$ cat src/rtl/config_loader.sv
// Serial configuration-chain loader: pulses config_reset, then shifts words LSB-first, two clk per chain bit.
// Optional readback/CRC verify when CONFIG_LOADER_READBACK_EN is defined.
module config_loader #(
    parameter int WORD_W    = 32,
    parameter int CHAIN_LEN = 1024
) (
    input  logic              clk,
    input  logic              reset,
    input  logic              start,
    input  logic              word_valid,
    output logic              word_ready,
    input  logic [WORD_W-1:0] word_data,
    output logic              busy,
    output logic              done,
    output logic              config_clk,
    output logic              config_reset,
    output logic              config_in,
    input  logic              config_out,
    input  logic              verify,
    output logic              verify_err
);

    localparam int NWORDS = (CHAIN_LEN + WORD_W - 1) / WORD_W;
    localparam int BCNT_W = $clog2(CHAIN_LEN + 1);
    localparam int WCNT_W = $clog2(NWORDS + 1);
    localparam int SCNT_W = $clog2(WORD_W + 1);

    typedef enum logic [2:0] {IDLE, CRST, SHIFT, VERIFY, DONE} state_t;

    state_t              state_q, state_d;
    logic                crst_q;
    logic                phase_q;
    logic [BCNT_W-1:0]   bit_cnt_q;
    logic [WCNT_W-1:0]   words_q;
    logic [SCNT_W-1:0]   sh_cnt_q;
    logic                buf_full_q;
    logic [WORD_W-1:0]   sh_q;
    logic [WORD_W-1:0]   buf_q;
    logic                config_clk_q;
    logic                config_in_q;

    logic shifting, verifying, active, all_sent, phase0;
    logic take_sh, accept, direct, issue, load_issue, next_bit, verify_go;

`ifdef CONFIG_LOADER_READBACK_EN
    assign verify_go = verify;
`else
    assign verify_go = 1'b0;
`endif

    assign shifting   = (state_q == SHIFT);
    assign verifying  = (state_q == VERIFY);
    assign active     = shifting || verifying;
    assign all_sent   = (bit_cnt_q == BCNT_W'(CHAIN_LEN));
    assign phase0     = active && !phase_q && !all_sent;
    assign take_sh    = (sh_cnt_q != '0);
    assign word_ready = shifting && !buf_full_q && (words_q < WCNT_W'(NWORDS));
    assign accept     = word_ready && word_valid;
    // With nothing queued, a word accepted at phase 0 feeds its bit 0 straight onto the chain.
    assign issue      = phase0 && (verifying || take_sh || buf_full_q || accept);
    assign load_issue = issue && shifting;
    assign direct     = load_issue && !take_sh && !buf_full_q;
    assign next_bit   = verifying  ? config_out :
                        take_sh    ? sh_q[0]    :
                        buf_full_q ? buf_q[0]   : word_data[0];

    assign busy         = (state_q == CRST) || active;
    assign done         = (state_q == DONE);
    assign config_reset = (state_q == CRST);
    assign config_clk   = config_clk_q;
    assign config_in    = config_in_q;

    always_ff @(posedge clk or negedge reset) begin
        if (!reset) state_q <= IDLE;
        else        state_q <= state_d;
    end

    always_comb begin
        state_d = state_q;
        case (state_q)
            IDLE:          if (start) state_d = CRST;
                           else if (verify_go) state_d = VERIFY;
            CRST:          if (crst_q) state_d = SHIFT;
            SHIFT, VERIFY: if (!phase_q && all_sent) state_d = DONE;
            DONE:          state_d = IDLE;
            default:       state_d = IDLE;
        endcase
    end

    always_ff @(posedge clk or negedge reset) begin
        if (!reset) begin
            crst_q       <= 1'b0;
            phase_q      <= 1'b0;
            bit_cnt_q    <= '0;
            words_q      <= '0;
            sh_cnt_q     <= '0;
            buf_full_q   <= 1'b0;
            config_clk_q <= 1'b0;
            config_in_q  <= 1'b0;
        end else begin
            crst_q <= (state_q == CRST) ? ~crst_q : 1'b0;
            if (state_q == IDLE) begin
                phase_q    <= 1'b0;
                bit_cnt_q  <= '0;
                words_q    <= '0;
                sh_cnt_q   <= '0;
                buf_full_q <= 1'b0;
            end
            if (issue) begin
                config_in_q  <= next_bit;
                config_clk_q <= 1'b0;
                phase_q      <= 1'b1;
                bit_cnt_q    <= bit_cnt_q + BCNT_W'(1);
            end else if (active && phase_q) begin
                config_clk_q <= 1'b1;
                phase_q      <= 1'b0;
            end else begin
                config_clk_q <= 1'b0;
            end
            if (state_d != SHIFT && state_d != VERIFY)
                config_in_q <= 1'b0;
            if (load_issue)
                sh_cnt_q <= take_sh ? sh_cnt_q - SCNT_W'(1) : SCNT_W'(WORD_W - 1);
            if (accept && !direct)
                buf_full_q <= 1'b1;
            else if (load_issue && !take_sh)
                buf_full_q <= 1'b0;
            if (accept)
                words_q <= words_q + WCNT_W'(1);
        end
    end

    // Word data carries no reset; its occupancy flags above decide validity.
    always_ff @(posedge clk) begin
        if (load_issue)
            sh_q <= take_sh ? (sh_q >> 1) : (buf_full_q ? (buf_q >> 1) : (word_data >> 1));
        if (accept && !direct)
            buf_q <= word_data;
    end

`ifdef CONFIG_LOADER_READBACK_EN
    logic [15:0] crc_q, crc_ref_q;
    logic        verify_err_q, op_verify_q;

    function automatic logic [15:0] crc16_step(input logic [15:0] c, input logic b);
        crc16_step = {c[14:0], 1'b0} ^ ((c[15] ^ b) ? 16'h1021 : 16'h0000);
    endfunction

    always_ff @(posedge clk or negedge reset) begin
        if (!reset) begin
            crc_q        <= 16'hFFFF;
            crc_ref_q    <= 16'hFFFF;
            verify_err_q <= 1'b0;
            op_verify_q  <= 1'b0;
        end else begin
            if (state_q == IDLE && state_d != IDLE) begin
                crc_q        <= 16'hFFFF;
                verify_err_q <= 1'b0;
                op_verify_q  <= (state_d == VERIFY);
            end else if (issue) begin
                crc_q <= crc16_step(crc_q, next_bit);
            end
            if (state_q == DONE) begin
                if (op_verify_q) verify_err_q <= (crc_q != crc_ref_q);
                else             crc_ref_q    <= crc_q;
            end
        end
    end

    assign verify_err = verify_err_q;
`else
    logic unused_verify;
    assign unused_verify = verify;
    assign verify_err    = 1'b0;
`endif

endmodule
$ cat config.mk
export PLATFORM = sky130hd
export DESIGN_NAME = config_loader
export DESIGN_NICKNAME = d
export VERILOG_FILES = /design/src/rtl/config_loader.sv
export SDC_FILE = /design/constraint.sdc
export NUM_CORES = 1
export LEC_CHECK = 0
export ABC_AREA = 1
export BUFFER_PORTS_ARGS = -buffer_cell sky130_fd_sc_hd__buf_2
export CAP_MARGIN = 20
export CORE_MARGIN = 5
export CORE_UTILIZATION = 58
export DETAILED_ROUTE_END_ITERATION = 7
export PLACE_DENSITY = 0.88
export SLEW_MARGIN = 20
export SYNTH_ARGS = -nofsm -noshare
export SYNTH_HDL_FRONTEND = slang
export SYNTH_SLANG_ARGS = --single-unit
$ cat constraint.sdc
create_clock -name clk -period 3 [get_ports clk]
set_input_delay 0.15 -clock clk [delete_from_list [all_inputs] [get_ports clk]]
set_output_delay 0.15 -clock clk [all_outputs]
set_load 0.005 [all_outputs]
==> impl_metrics.tcl, run 1 <==
set metrics [dict create \
    ys_ff_latch 94 \
    rsz0062_at_grt "false" \
    grt_pass1_vias 3250 \
    grt_max_degree 65 \
    fin_worst_skew_ps 11.2 \
    cp_top_family "simple AND/OR/NAND/NOR gates" \
    syn_area_sq_mm 0.00432 \
    drv_cap 0 \
    core_sq_mm 0.00725 \
    grt_pass1_wl_mm 15.4 \
    avgSynthCellArea_sq_um 10.4 \
    clk_pin_slew_ps 90 \
    htreeDepth 3 \
    fin_util 0.704 \
    drt-wirelength-per-cell_microns 15.7 \
    track_usage 0.220 \
    finish.instance_area_sq_mm 0.00511 \
    first_iter_violations 246 \
    maxSlewHeadroom 0.321 \
    wl_mm 9.32 \
    worstPathCellList "inv_2, nand3_4, nor3_4, nor2_1, nor2_2, nand4_2, nand2_1, inv_1, buf_4" \
    status "complete, no violations" \
    final_common_cell "nor2_1" \
    report.final.setup_viol 0 \
    die_area_sq_mm 0.00927 \
    crit_arrival_ps 2390 \
    synth_top_area_frac 0.438 \
    cp_slowest_cell "dfrtp_1" \
    setup-tns-final_ps 0 \
    finalHoldViolCount 0 \
    ys_seq_area_frac 0.618 \
    ant_nets 0 \
    clock_latency_ps 360 \
    post_cts_resized 0 \
    finalMaxSlewViolations 0 \
    final_cell_mix "nor2_1 (86), nand2_1 (63), edfxtp_1 (63)" \
    start_util 0.595 \
    crit_path_max_fanout 32 \
    power_density_mw_per_mm2 895 \
    rows 31 \
    drive_above_1_share 0.162 \
    place_congestion 0.854 \
    cts.sinks 94 \
    fmax_mhz 433 \
    io_buffers 42 \
    synth_largest_area_cell "edfxtp_1" \
    total_leakage_power_uw 0.00212 \
    nFillCells 489 \
    criticalPathCategory "reg2reg" \
    cts_root_buffer "clkbuf_8" \
    gr-total-overflow 0 \
    syn-instance-count 415 \
    worstPathRequired_ps 3080 \
    place_hpwl_mm 5.63 \
    dr_total_vias 3295 \
    synthDistinctLibCells 38 \
    area_growth_pct 18.4 \
    yosysWarnings 0 \
    routed_via_density 5.54 \
    hp-class "in2reg" \
    nets 533 \
    chipHeight_microns 96.3 \
    synth.area.top_cells "edfxtp_1 (44%), dfrtp_1 (18%), nor2_1 (7.5%)" \
    syn-num-nets 458 \
    cts_buffers 9 \
    io_pins 45 \
    cts_tree "built" \
    grt_antenna_before_repair 1 \
    max-vdd-ir-drop_uv 503 \
    placed_area_sq_mm 0.00459 \
    firstDrtPassIters 4 \
    fin_crit_sh 0.770 \
    cp-start-kind "flop" \
    hold_ws_ps 154 \
    clockBufferDepth 2 \
    crit_buf_inv 3 \
    die_w_microns 96.3 \
    drc 0 \
    tightestPinTransition_ps 1020 \
    period_needed_ps 2310 \
    slowest_delay_ps 510 \
    critPathCaptureType "flop" \
]
==> final cells by class <==
class / instances / area, sq um / share of cell area
well taps: 99 / 124 / 0.0242
clock inverters: 6 / 46.3 / 0.00906
repair buffers: 80 / 581 / 0.114
inverters: 32 / 121 / 0.0238
clock buffers: 10 / 128 / 0.0250
flip-flops and latches: 94 / 2670 / 0.522
diodes: 1 / 2.50 / 0.000490
multi-input cells: 273 / 1440 / 0.282
==> per-stage QoR <==
step | setup WS (ps) | power, uW | std cells
global route | 476 | 4900 | 595
CTS | 692 | 4580 | 594
floorplan | 607 | 3370 | 415
finish | 690 | 4570 | 595
global placement | 785 | 3680 | 544
detailed placement | 719 | 3780 | 544
==> sequential cells by signal, summed over array words and instances, names as in the netlist <==
name and cells:
bit_cnt_q 11, state_q 3, crst_q 1, buf_full_q 1, config_in 1, sh_cnt_q 6
phase_q 1, config_clk 1, buf_q 32, sh_q 31, words_q 6
==> what timing repair did <==
action                    in CTS  in global routing
setup buffers                  0                  0
hold endpoints to repair      64                  0
hold buffers                  34                  0
==> per-layer routing <==
metal / global-route usage / part of all wire / vias up
li1: - / - / 1568
met1: 0.278 / 0.42 / 1595
met2: 0.377 / 0.50 / 111
met3: 0.0360 / 0.058 / 21
met4: 0.0853 / 0.021 / 0
met5: 0 / 0 / -
==> Yosys cell counts, drive strengths merged <==
| cell type | number |
|---|---|
| nor2 | 91 |
| nand2 | 68 |
| edfxtp | 63 |
| dfrtp | 31 |
| inv | 31 |
| o31ai | 31 |
| o21ai | 26 |
| nand3 | 17 |
| buf | 8 |
| clkbuf | 8 |
| xor2 | 7 |
| nor3 | 6 |
| ha | 5 |
| a21oi | 4 |
| nand4 | 4 |
| o22ai | 4 |
| or2 | 2 |
| xnor2 | 2 |
| a22o | 1 |
| a32o | 1 |
| clkinv | 1 |
| conb | 1 |
| o211ai | 1 |
| o21bai | 1 |
| o221ai | 1 |
==> tightest hold or removal path, stage by stage <==
cell and delay (ps):
buf_2 110, nand2_2 110, o22ai_1 100
==> report_power, final <==
group,total (uW),internal [uW],switching (uW)
Clock,764,309,454
Combinational,1640,550,1090
Sequential,2180,1990,181
==> final timing paths <==
path | startpoint | slack (ps) | end | cells after the start
worst max-delay path | state_q[2]$_DFF_PN0_ | 690 | buf_q[26]$_DFFE_PP_ | 9
worst min-delay path | word_valid | 150 | words_q[3]$_DFFE_PN0P_ | 3
worst max register to register | state_q[2]$_DFF_PN0_ | 690 | buf_q[26]$_DFFE_PP_ | 9
worst min register to register | crst_q$_DFF_PN0_ | 470 | crst_q$_DFF_PN0_ | 1
max in group asynchronous | reset | 2200 | bit_cnt_q[8]$_DFFE_PN0P_ | 2
min in group asynchronous | reset | 360 | phase_q$_DFFE_PN0P_ | 2
==> logic make-up after synthesis <==
| kind of cell | synth area share |
|---|---|
| xor gates and xnor gates | 0.0183 |
| adders and majority gates | 0.0145 |
| and+or+nand+nor | 0.195 |
| AOI/OAI and AO/OA | 0.104 |
| buffers and inverters | 0.0484 |
| DFF | 0.618 |
| other | 0.000869 |
Power figures use the tool's default switching activity.
==> run 2: changes to the inputs <==
CORE_UTILIZATION = 53   (was 58)
PLACE_DENSITY = 0.85   (was 0.88)
clock period = 1.95 ns   (was 3 ns; I/O delays follow)
==> run 2 against run 1 <==
Against the previous run:
- register-to-register slack lost 670 ps
- sequential power grew 54%
- clock skew grew 8.0 ps
- flip-flop and latch count unchanged
==> impl_metrics.tcl, run 2 (synthesized netlist as in run 1, its figures left out) <==
set metrics [dict create \
    crit_path_max_fanout 16 \
    place_congestion 0.875 \
    cts_tree "built" \
    track_usage 0.196 \
    drive_above_1_share 0.208 \
    largest_reg_flops 32 \
    finalHoldViolCount 0 \
    worstPathRequired_ps 2070 \
    clock_latency_ps 370 \
    rows 33 \
    reg2reg_from "state_q[2]$_DFF_PN0_" \
    total_leakage_power_uw 0.00222 \
    final_common_cell "nor2_1" \
    totalPowerFinal_uw 7460 \
    fmax_mhz 518 \
    power_density_mw_per_mm2 1390 \
    criticalPathCategory "reg2reg" \
    regToRegSetupSlack_ps 20 \
    grt_pass1_wl_mm 15.6 \
    top_layer "met4" \
    period_needed_ps 1930 \
    grt_pass1_vias 3350 \
    fin_util 0.665 \
    start_util 0.533 \
    drc 0 \
    htreeDepth 3 \
    drv_cap 0 \
    core_sq_mm 0.00809 \
    ant_nets 0 \
    report.final.setup_viol 0 \
    wl_met2_mm 5.05 \
    io_pins 45 \
    fin_worst_skew_ps 19.3 \
    hp-class "in2reg" \
    clockBufferDepth 2 \
    wl_met1_mm 4.07 \
    clk_pin_slew_ps 90 \
    drt-wirelength-per-cell_microns 15.8 \
    placed_area_sq_mm 0.00474 \
    crit_end "buf_q[5]$_DFFE_PP_" \
    wl_mm 9.74 \
    final_cell_mix "nor2_1 (84), edfxtp_1 (63), nand2_1 (61)" \
    finish.instance_area_sq_mm 0.00538 \
    routed_via_density 5.38 \
    reg2reg_to "buf_q[5]$_DFFE_PP_" \
    grt_max_degree 43 \
    nets 548 \
    cts_root_buffer "clkbuf_8" \
    nFillCells 592 \
    cts_buffers 9 \
    firstDrtPassIters 4 \
    place_hpwl_mm 5.91 \
    io_buffers 42 \
    maxSlewHeadroom 0.528 \
    r2r_cells 9 \
    diodes 0 \
    grt_antenna_before_repair 0 \
    status "complete, no violations" \
    dp_worst_setup_slack_ps 43.5 \
    die_area_sq_mm 0.0100 \
    chipHeight_microns 100 \
    regMostFlops "buf_q" \
    cts.sinks 94 \
    die_w_microns 100 \
    finalMaxSlewViolations 0 \
    crit_arrival_ps 2050 \
    cp-start-kind "flop" \
    route.met3.wl_microns 466 \
    tightestPinTransition_ps 707 \
    max-vdd-ir-drop_uv 702 \
    reg.largest.list "buf_q: 32 flops, sh_q: 31 flops, bit_cnt_q: 11 flops" \
    dr_total_vias 3309 \
    area_growth_pct 24.7 \
    first_iter_violations 237 \
    cp-startpoint "state_q[2]$_DFF_PN0_" \
    setup_slack_ps 17.6 \
    gr-total-overflow 0 \
    fin_crit_sh 0.991 \
    rsz0062_at_grt "true" \
    critPathCaptureType "flop" \
]
run 2: changes by cell type in the layout (fill, tap and decap cells not counted), sizes merged:
| cell | change |
|---|---|
| clkinv | -1 |
| diode | -1 |
| clkinvlp | +2 |
| buf | +13 |
| inv | -1 |
| clkbuf | +2 |
run 2: final cells by class:
cell class | instances | area, sq um | share of cell area
clock buffers | 10 | 128 | 0.0237
well taps | 105 | 131 | 0.0244
flip-flops and latches | 94 | 2670 | 0.496
inverters | 32 | 131 | 0.0244
repair buffers | 95 | 778 | 0.145
multi-input cells | 273 | 1490 | 0.277
clock inverters | 6 | 53.8 | 0.0100
run 2: worst min-delay path by stage:
stage,from,to,slack [ps],cells after the start
CTS,word_valid,words_q[0]$_DFFE_PN0P_,90,3
detailed placement,reset,words_q[3]$_DFFE_PN0P_,190,1
global placement,reset,words_q[3]$_DFFE_PN0P_,180,1
finish,word_valid,words_q[0]$_DFFE_PN0P_,100,3
global route,word_valid,words_q[0]$_DFFE_PN0P_,90,3
floorplan,reset,bit_cnt_q[0]$_DFFE_PN0P_,-200,0
run 2: layer usage:
metal / vias up / global-route usage
met1: 1612 / 0.241
li1: 1598 / -
met3: 12 / 0.0396
met2: 87 / 0.341
met4: 0 / 0.0705
met5: - / 0
run 2: worst max-delay path: stages, from the launching register on:
cell and delay, ps:
dfrtp_2 500, inv_4 90, nand3_4 100, nor3_4 170, nor2_2 80, nor2_4 120
nand4_4 90, nand2_4 100, clkinvlp_4 180, clkbuf_16 240
run 2: report_power, final:
group / switching (uW) / internal (uW) / total [uW] / leakage, uW
logic: 1790 / 1110 / 2900 / 0.00113
clock network: 716 / 484 / 1200 / 0.0000890
registers: 290 / 3060 / 3350 / 0.00100
run 2: metrics by stage:
step           TNS [ps]  std cells  hold WS, ps
4_1_cts               0        608         89.5
2_1_floorplan     -8400        415         -198
5_1_grt           -1180        615         93.6
6_report              0        615         97.2
3_5_place_dp          0        558          186
3_3_place_gp          0        558          180
run 2: repair_timing:
item / 4_1_cts / 5_1_grt
resized for setup: 0 / 9
hold buffers: 34 / 0
hold endpoints to repair: 64 / 0
buffers inserted: 0 / 5
endpoints found under the setup margin: 0 / 39
